## config.mk

```make
export PLATFORM = sky130hd
export DESIGN_NAME = icosoc_mod_audio_fifo
export DESIGN_NICKNAME = d
export VERILOG_FILES = /design/src/rtl/icosoc_mod_audio_fifo.sv
export SDC_FILE = /design/constraint.sdc
export NUM_CORES = 1
export LEC_CHECK = 0
export CORE_ASPECT_RATIO = 0.8
export CORE_UTILIZATION = 59
export DETAILED_ROUTE_END_ITERATION = 16
export PLACE_DENSITY = 0.79
export REMOVE_ABC_BUFFERS = 1
export SLEW_MARGIN = 10
export SYNTH_ARGS = -nofsm -noshare
export SYNTH_HDL_FRONTEND = slang
export SYNTH_SLANG_ARGS = --single-unit
```

## constraint.sdc

```tcl
create_clock -name clk -period 4.75 [get_ports clk]
set_clock_uncertainty 0.2 [all_clocks]
set_input_delay 0.475 -clock clk [delete_from_list [all_inputs] [get_ports clk]]
set_output_delay 0.475 -clock clk [all_outputs]
set_load 0.005 [all_outputs]
```

## src/rtl/icosoc_mod_audio_fifo.sv

```systemverilog
// ---------------------------------------------------------------------------
// icosoc_mod_audio_fifo
//   Multi-channel delta-sigma audio output peripheral on the icosoc ctrl bus.
//   The CPU pushes sample frames into a FIFO. A programmable sample-rate
//   timer pops one frame per period into per-channel hold registers. Each
//   channel then drives a first-order delta-sigma modulator with a 1-bit
//   output.
//
// Ports
//   clk        system clock
//   resetn     asynchronous active-low reset
//   ctrl_wr    byte write strobes; any bit set = write request
//   ctrl_rd    read request
//   ctrl_addr  register byte address (0x0 DATA, 0x4 STATUS, 0x8 DIVIDER, 0xC CTRL)
//   ctrl_wdat  write data
//   ctrl_rdat  read data, valid while ctrl_done=1
//   ctrl_done  one-cycle access acknowledge
//   pdm_out    modulator outputs, bit i = channel i
// ---------------------------------------------------------------------------
module icosoc_mod_audio_fifo #(
    parameter int CLOCK_FREQ_HZ  = 20000000,
    parameter int SAMPLE_RATE_HZ = 8000,
    parameter int CHANNELS       = 2,
    parameter int SAMPLE_WIDTH   = 8,
    parameter int FIFO_DEPTH     = 16
) (
    input  logic                clk,
    input  logic                resetn,
    input  logic [3:0]          ctrl_wr,
    input  logic                ctrl_rd,
    input  logic [15:0]         ctrl_addr,
    input  logic [31:0]         ctrl_wdat,
    output logic [31:0]         ctrl_rdat,
    output logic                ctrl_done,
    output logic [CHANNELS-1:0] pdm_out
);

    localparam int SW = SAMPLE_WIDTH;
    localparam int AW = $clog2(FIFO_DEPTH);
    localparam int FW = CHANNELS * SW;
    localparam logic [15:0] DIV_RESET = 16'(CLOCK_FREQ_HZ / SAMPLE_RATE_HZ - 1);

    localparam logic [15:0] ADDR_DATA    = 16'h0000;
    localparam logic [15:0] ADDR_STATUS  = 16'h0004;
    localparam logic [15:0] ADDR_DIVIDER = 16'h0008;
    localparam logic [15:0] ADDR_CTRL    = 16'h000C;

    // Architectural state
    logic [FW-1:0] mem [FIFO_DEPTH];
    logic [AW-1:0] wr_ptr, rd_ptr;
    logic [AW:0]   level;
    logic          enable, signed_mode;
    logic          underrun, overflow;
    logic [15:0]   divider, timer;
    logic [SW-1:0] held   [CHANNELS];
    logic [SW:0]   acc    [CHANNELS];
    logic [SW-1:0] mod_in [CHANNELS];

    // Upper data bits beyond the sample width carry no information
    logic unused_wdat;
    assign unused_wdat = ^ctrl_wdat;

    // Bus decode: a request is only accepted while no acknowledge is pending
    logic wr_req, rd_req;
    assign wr_req = (|ctrl_wr) && !ctrl_done;
    assign rd_req = ctrl_rd && !ctrl_done;

    logic push, status_we, div_we, ctl_we, flush;
    assign push      = wr_req && (ctrl_addr == ADDR_DATA);
    assign status_we = wr_req && (ctrl_addr == ADDR_STATUS);
    assign div_we    = wr_req && (ctrl_addr == ADDR_DIVIDER);
    assign ctl_we    = wr_req && (ctrl_addr == ADDR_CTRL);
    assign flush     = ctl_we && ctrl_wdat[2];

    logic empty, full, push_ok, tick, pop, underrun_set;
    assign empty        = (level == '0);
    assign full         = (level == (AW+1)'(FIFO_DEPTH));
    assign push_ok      = push && !full;
    assign tick         = enable && (timer == 16'd0);
    // A flush on the tick edge wins: no pop and no underrun for that tick
    assign pop          = tick && !flush && !empty;
    assign underrun_set = tick && !flush && empty;

    // Frame packing: channel c lives in the 16-bit lane c of the write data
    logic [FW-1:0] frame;
    always_comb begin
        // NOTE: every combinational output gets a default first so no path
        // through the block leaves it unassigned (which would infer a latch).
        frame = '0;
        for (int c = 0; c < CHANNELS; c++)
            frame[c*SW +: SW] = ctrl_wdat[16*c +: SW];
    end

    // SIGNED flips the MSB: two's complement -> offset binary
    always_comb begin
        for (int c = 0; c < CHANNELS; c++) begin
            mod_in[c]       = held[c];
            mod_in[c][SW-1] = held[c][SW-1] ^ signed_mode;
        end
    end

    logic [31:0] rd_val;
    always_comb begin
        rd_val = '0;
        case (ctrl_addr)
            ADDR_STATUS: begin
                rd_val[AW:0] = level;
                rd_val[8]    = empty;
                rd_val[9]    = full;
                rd_val[10]   = underrun;
                rd_val[11]   = overflow;
            end
            ADDR_DIVIDER: rd_val[15:0] = divider;
            ADDR_CTRL:    rd_val[1:0]  = {signed_mode, enable};
            default:      rd_val = '0;
        endcase
    end

    // Bus acknowledge and read data
    // NOTE: sequential state is always assigned with <= so every register
    // samples pre-edge values regardless of statement order.
    always_ff @(posedge clk or negedge resetn) begin
        if (!resetn) begin
            ctrl_done <= 1'b0;
            ctrl_rdat <= '0;
        end else begin
            ctrl_done <= wr_req || rd_req;
            ctrl_rdat <= rd_req ? rd_val : '0;
        end
    end

    // Control registers, timer and flags
    always_ff @(posedge clk or negedge resetn) begin
        if (!resetn) begin
            enable      <= 1'b0;
            signed_mode <= 1'b0;
            divider     <= DIV_RESET;
            timer       <= DIV_RESET;
            underrun    <= 1'b0;
            overflow    <= 1'b0;
        end else begin
            if (ctl_we) begin
                enable      <= ctrl_wdat[0];
                signed_mode <= ctrl_wdat[1];
            end
            if (div_we)
                divider <= ctrl_wdat[15:0];

            if (div_we)               timer <= ctrl_wdat[15:0];
            else if (!enable || tick) timer <= divider;
            else                      timer <= timer - 16'd1;

            if (push && full)                     overflow <= 1'b1;
            else if (status_we && ctrl_wdat[11])  overflow <= 1'b0;
            if (underrun_set)                     underrun <= 1'b1;
            else if (status_we && ctrl_wdat[10])  underrun <= 1'b0;
        end
    end

    // FIFO pointers and level
    always_ff @(posedge clk or negedge resetn) begin
        if (!resetn) begin
            wr_ptr <= '0;
            rd_ptr <= '0;
            level  <= '0;
        end else if (flush) begin
            wr_ptr <= '0;
            rd_ptr <= '0;
            level  <= '0;
        end else begin
            if (push_ok) wr_ptr <= wr_ptr + 1'b1;
            if (pop)     rd_ptr <= rd_ptr + 1'b1;
            case ({push_ok, pop})
                2'b10:   level <= level + 1'b1;
                2'b01:   level <= level - 1'b1;
                default: level <= level;
            endcase
        end
    end

    // NOTE: the FIFO storage has no reset; the level/pointers alone define
    // which entries are valid, so clearing the array would only add logic
    // and prevent mapping onto block RAM.
    always_ff @(posedge clk) begin
        if (push_ok)
            mem[wr_ptr] <= frame;
    end

    // Held samples and delta-sigma modulators
    always_ff @(posedge clk or negedge resetn) begin
        if (!resetn) begin
            pdm_out <= '0;
            for (int c = 0; c < CHANNELS; c++) begin
                held[c] <= '0;
                acc[c]  <= '0;
            end
        end else begin
            for (int c = 0; c < CHANNELS; c++) begin
                if (pop)
                    held[c] <= mem[rd_ptr][c*SW +: SW];
                if (!enable) begin
                    acc[c]     <= '0;
                    pdm_out[c] <= 1'b0;
                end else begin
                    // The carry out of the previous sum is the output bit
                    acc[c]     <= {1'b0, acc[c][SW-1:0]} + {1'b0, mod_in[c]};
                    pdm_out[c] <= acc[c][SW];
                end
            end
        end
    end

endmodule

```

# After elaboration in Yosys (flattened, before gate mapping)
# Memories as Yosys holds them, arrays and structs flattened. A register that Yosys moved wholly into a read port is not among the register bits.
# Index checks and enable logic that the tools add are counted.
# W data, S select, Z words.
[word_totals] reg_bits=86 latch_bits=0 ram_bits=256 rom_bits=0 inputBits=55 output_inout_bits=35 word_cells=86 mem_count=1
[mem_list] name="mem" words=16 word_bits=16 read_ports=1 rd_clocked_by_memory_dff=1 wr=1 line="49" source="logic [FW-1:0] mem [FIFO_DEPTH];"
[op_classes] addsub=7 mul=0 div=0 order_cmp=0 n_eq_ne=6 shift=0 mux=24 bitwise=2 n_reduce_logical=32
[op_table] operator="$mux W16" n=3
[op_table] operator="$eq A16 B4 Y1 const B" n=2
[op_table] operator="$logic_not A16 Y1" n=2
[op_table] operator="$mux W4" n=5
[op_table] operator="$add A8 B8 Y9" n=2
[op_table] operator="$mux W9" n=2
[op_table] operator="$eq A16 B3 Y1 const B" n=1
[op_table] operator="$sub A16 B1 Y16 const B" n=1
[op_table] operator="$logic_and A1 B1 Y1" n=15
[op_table] operator="$pmux W5 S2" n=1
[op_table] operator="$add A4 B1 Y4 const B" n=2
[op_table] operator="$mux W1" n=8
[op_table] operator="$pmux W4 S2" n=1
[op_table] operator="$reduce_bool A2 Y1" n=4
[op_table] operator="$logic_not A1 Y1" n=6
[op_table] operator="$pmux W2 S3" n=1
[op_table] operator="$pmux W3 S2" n=1
[op_table] operator="$add A5 B1 Y5 const B" n=1
[op_table] operator="$eq A5 B5 Y1 const B" n=1
[op_table] operator="$logic_not A5 Y1" n=1
[op_table] operator="$mux W5" n=1
[op_table] operator="$sub A5 B1 Y5 const B" n=1
[op_table] operator="$reduce_or A4 Y1" n=1
[op_table] operator="$mux W3" n=1
[op_table] operator="other kinds (5)" n=7

# Depth between registers and ports, before layout
[logic_depth] ltp_word=10 depth_mapped=14 mapped_depth_nobuf=14

# Least setup slack after synthesis
# Ideal clock, no wire load.
[synth_timing] path_type="input port to flip-flop" start="in ctrl_addr[10]" end="mem mem[3][0] in the netlist's numbering, enable pin" setup_ps=409 arrival_ps=2821 required_time_ps=4141 setup_slack_ps=1320 stages=7 n_path_buf=2 path_cell_list="nor4_1 and4_1 clkbuf_1 and4b_1 buf_2 nand2_1 nor3_1"
[synth_between] elab_chain_cells=5
[synth_rtl] item="from (decl)" line="31" source="input logic [15:0] ctrl_addr,"
[synth_rtl] item="$logic_not A16 Y1" line="69" source="assign push = wr_req && (ctrl_addr == ADDR_DATA);"
[synth_rtl] item="$logic_and A1 B1 Y1" line="69"
[synth_rtl] item="$logic_and A1 B1 Y1" line="78" source="assign push_ok = push && !full;"
[synth_rtl] item="$mux W1" line="185" source="if (push_ok)"
[synth_rtl] item="$mux W1 (not written as such)" line="186" source="mem[wr_ptr] <= frame;"
[synth_rtl] item="to (decl)" line="49"
# No other way between the ends.

# Final worst setup path
[layout_timing] start="reg timer[6]" end="reg level[4]"
[layout_between] elab_chain_cells=7 elab_cells_between_ends=9 classes_between="eq/ne: 2; mux: 2; reduce/logical: 5"
[layout_rtl] item="from (decl)" line="54" source="logic [15:0] divider, timer;"
[layout_rtl] item="from (signal assigned)" line="149" source="if (div_we) timer <= ctrl_wdat[15:0];"
[layout_rtl] item="from (signal assigned)" line="150" source="else if (!enable || tick) timer <= divider;"
[layout_rtl] item="from (signal assigned)" line="151" source="else timer <= timer - 16'd1;"
[layout_rtl] item="$logic_not A16 Y1 (*)" line="79" source="assign tick = enable && (timer == 16'd0);"
[layout_rtl] item="$logic_and A1 B1 Y1 (*)" line="79"
[layout_rtl] item="$logic_and A1 B1 Y1 (*) (2 in series)" line="81" source="assign pop = tick && !flush && !empty;"
[layout_rtl] item="$eq A2 B1 Y1 or $eq A2 B2 Y1 (tied branches)" line="173" source="case ({push_ok, pop})"
[layout_rtl] item="$pmux W5 S2" line="173"
[layout_rtl] item="$mux W5" line="166" source="end else if (flush) begin"
[layout_rtl] item="to (signal assigned)" line="174" source="2'b10: level <= level + 1'b1;"
[layout_rtl] item="to (signal assigned)" line="175" source="2'b01: level <= level - 1'b1;"
[layout_rtl] item="to (signal assigned)" line="176" source="default: level <= level;"
[layout_rtl] item="to (decl)" line="51" source="logic [AW:0] level;"
# Mark *: on every way between the ends. The rest lies on a longest branch, timed or not.
# A chain may end at the register's enable or synchronous reset.

==> results.sh <==
export IMPL_outcome="finished, final reports clean"
export IMPL_post_cts_resized=0
export IMPL_tightest_slew_ns=1.14
export IMPL_reg2reg_slack_ns=0.87
export IMPL_cp_arrival_ns=4.08
export IMPL_crit_reg2reg_launch="timer[6]"
export IMPL_globalRoute_totalOverflow=0
export IMPL_final_cell_mix="256 x edfxtp_1, 88 x dfrtp_1, 80 x mux4_2, 68 x nand2_1, 64 x clkdlybuf4s50_1"
export IMPL_drc_errors=0
export IMPL_cts_buffers=35
export IMPL_grt_max_degree=70
export IMPL_rr_endpoint="level[4]"
export IMPL_powerDensity_nw_per_um2=363
export IMPL_drtPass1Iterations=5
export IMPL_layout_min_cycle_time_ns=3.88
export IMPL_ys_flop_type="edfxtp_1"
export IMPL_initial_core_util=0.608
export IMPL_crit_path_max_fanout=5
export IMPL_grt_pass1_vias=8158
export IMPL_ant_nets=0
export IMPL_synth_edff_count=256
export IMPL_dp_slack_ns=0.724
export IMPL_core_um2=24600
export IMPL_synth_area_top_cells="edfxtp_1 51%, dfrtp_1 15%, mux4_2 12%"
export IMPL_vias=8205
export IMPL_setup_tns_ns=0
export IMPL_cp_required_ns=4.94
export IMPL_dieWidth_um=180
export IMPL_cts_buffer_depth=3
export IMPL_syn_avg_cell_area_um2=16.7
export IMPL_hold_violations=0
export IMPL_fp_dieArea_um2=26000
export IMPL_h_tree_depth=2
export IMPL_ys_ff_latch=358
export IMPL_clkLatencyLatePin_ns=0.53
export IMPL_power_uw=6250
export IMPL_rsz0062_at_grt="no"
export IMPL_fmax_ghz=0.258
export IMPL_synthCells=898
export IMPL_ir_worst_vdd_v=0.000273
export IMPL_power_leakage_uw=0.00645
export IMPL_relSlewSlack=0.238
export IMPL_track_usage=0.254
export IMPL_synth_top_area_frac=0.513
export IMPL_setup_viol=0
export IMPL_finalNetCount=1070
export IMPL_syn_area_um2=15000
export IMPL_yosys_area_top_type="edfxtp_1"
export IMPL_min_delay_start="acc[17]"
export IMPL_vias_per_cell=6.16
export IMPL_clockRootBuffer="clkbuf_16"
export IMPL_wl_um=31900
export IMPL_yosysSeqAreaShare=0.685
export IMPL_drive_gt1_frac=0.213
export IMPL_synthArstFlopShare=0.285
export IMPL_final_common_cell="edfxtp_1"
export IMPL_ys_warnings_count=0
export IMPL_antenna_found_initial=1
export IMPL_crit_path_start_kind="flip-flop"
export IMPL_whs_endpoint="pdm_out[0]"
export IMPL_slew_violations=0
export IMPL_die_y_um=144
export IMPL_cts_tree="done"
export IMPL_ys_types=63
export IMPL_hpwl_um=19200
export IMPL_syn2layout_area_growth_pct=15.0
export IMPL_end_kind="flip-flop"
export IMPL_place_congestion=0.858
export IMPL_fin_crit_sh=0.817
export IMPL_io_pins=90
export IMPL_diodes=0
export IMPL_hold_class="flip-flop to flip-flop"
export IMPL_dr_first_iter_drc_count=841
export IMPL_port_buffers=65
export IMPL_cts_sinks=358
export IMPL_layout_setup_ws_ns=0.868
export IMPL_grt_pass1_wl_um=48200
export IMPL_cap_violations=0
export IMPL_min_delay_path_depth=1
export IMPL_rows=51
export IMPL_routedWlPerCell_um=23.9
export IMPL_worstSetupPathType="flip-flop to flip-flop"
export IMPL_reg2reg_depth=11
export IMPL_path_clk_slew_ns=0.06
## stage by stage
| step | util | std cells | hold slack (ns) | area [um^2] |
|---|---|---|---|---|
| 6_report | 0.699 | 1333 | 0.254 | 17200 |
| 5_1_grt | 0.699 | 1333 | 0.262 | 17200 |
| 4_1_cts | 0.699 | 1333 | 0.260 | 17200 |
| 3_5_place_dp | 0.652 | 1268 | 0.246 | 16100 |
| 3_3_place_gp | 0.652 | 1268 | 0.235 | 16100 |
| 2_1_floorplan | - | 855 | -0.0206 | 14700 |
## report_power, final
group / leakage, uW / switching (uW) / internal [uW]
Sequential: 0.00365 / 5.65 / 3360
Combinational: 0.00224 / 71.6 / 51.6
Clock: 0.000559 / 1170 / 1600
## how the worst max path moves through the flow
stage | from | endpoint | slack [ns] | depth (start not counted)
after floorplan | rd_ptr[0] | held[0] | 0.45 | 3
after global placement | ctrl_wr[1] | level[4] | 0.75 | 12
after detailed placement | ctrl_wr[1] | level[4] | 0.72 | 12
after CTS | timer[10] | level[4] | 0.90 | 11
after global routing | timer[5] | level[4] | 0.63 | 11
final | timer[6] | level[4] | 0.87 | 11
## worst max-delay path, stage by stage, from the launching register on
cell	delay, ns
dfstp_2	0.38
or4_1	0.67
nor4_4	0.40
nand3_1	0.24
nor3_2	0.44
xor2_1	0.12
ha_1	0.27
nor2_1	0.22
a21oi_1	0.07
o221a_2	0.26
o31a_1	0.23
a211o_1	0.26
## synthesized netlist by cell type, types with 3 or more instances
cell type	instances
dfstp_2	12
o31ai_1	3
a22oi_1	10
clkbuf_1	27
nor3b_1	3
inv_1	14
and3_1	3
nand3_1	8
or4_1	4
nor3_1	11
nand2_1	68
mux2i_1	8
o21ai_0	19
buf_1	8
buf_4	16
mux4_2	80
edfxtp_1	256
nor2_1	51
nor4_1	6
xnor2_1	17
xor2_1	13
dfrtp_1	90
or3_1	5
nand4_1	4
o21bai_1	4
buf_2	4
mux2_2	21
a21o_1	4
and2_1	25
ha_1	25
nor2b_1	3
nand2b_1	7
a21oi_1	30
## cells by family after synthesis
logic type | Yosys count | share of synthesized area
AOI/OAI and AO/OA | 91 | 0.0392
buffers and inverters | 72 | 0.0235
adders and majority gates | 27 | 0.0236
xor gates and xnor gates | 30 | 0.0175
muxes | 109 | 0.141
other | 1 | 0.000250
DFF | 358 | 0.685
and+or+nand+nor | 210 | 0.0695
## layout make-up
class,count,area [um^2]
clock inverters,20,199
multi-input cells,483,4460
fillers,1518,7420
repair buffers,96,896
clock buffers,44,951
well taps,318,398
flip-flops and latches,358,10300
inverters,14,52.6
## what timing repair did
item                                   4_1_cts  5_1_grt
hold buffers                                 1        0
endpoints found under the hold margin       64        0
buffers inserted                             0        0
## sequential cells by signal, summed over array words and instances, names as in the netlist, 2 cells and up
| signal | cells |
|---|---|
| ctrl_rdat | 16 |
| divider | 16 |
| mem | 256 |
| timer | 16 |
| acc | 18 |
| level | 5 |
| wr_ptr | 4 |
| pdm_out | 2 |
| held | 16 |
| rd_ptr | 4 |
## metal layers
metal,GRT usage,vias to the layer above,part of all wire
met5,0,-,0.00038
met3,0.0453,48,0.083
met1,0.360,4201,0.41
li1,-,3596,-
met4,0.0643,2,0.014
met2,0.415,358,0.49
Power figures use the tool's default switching activity.
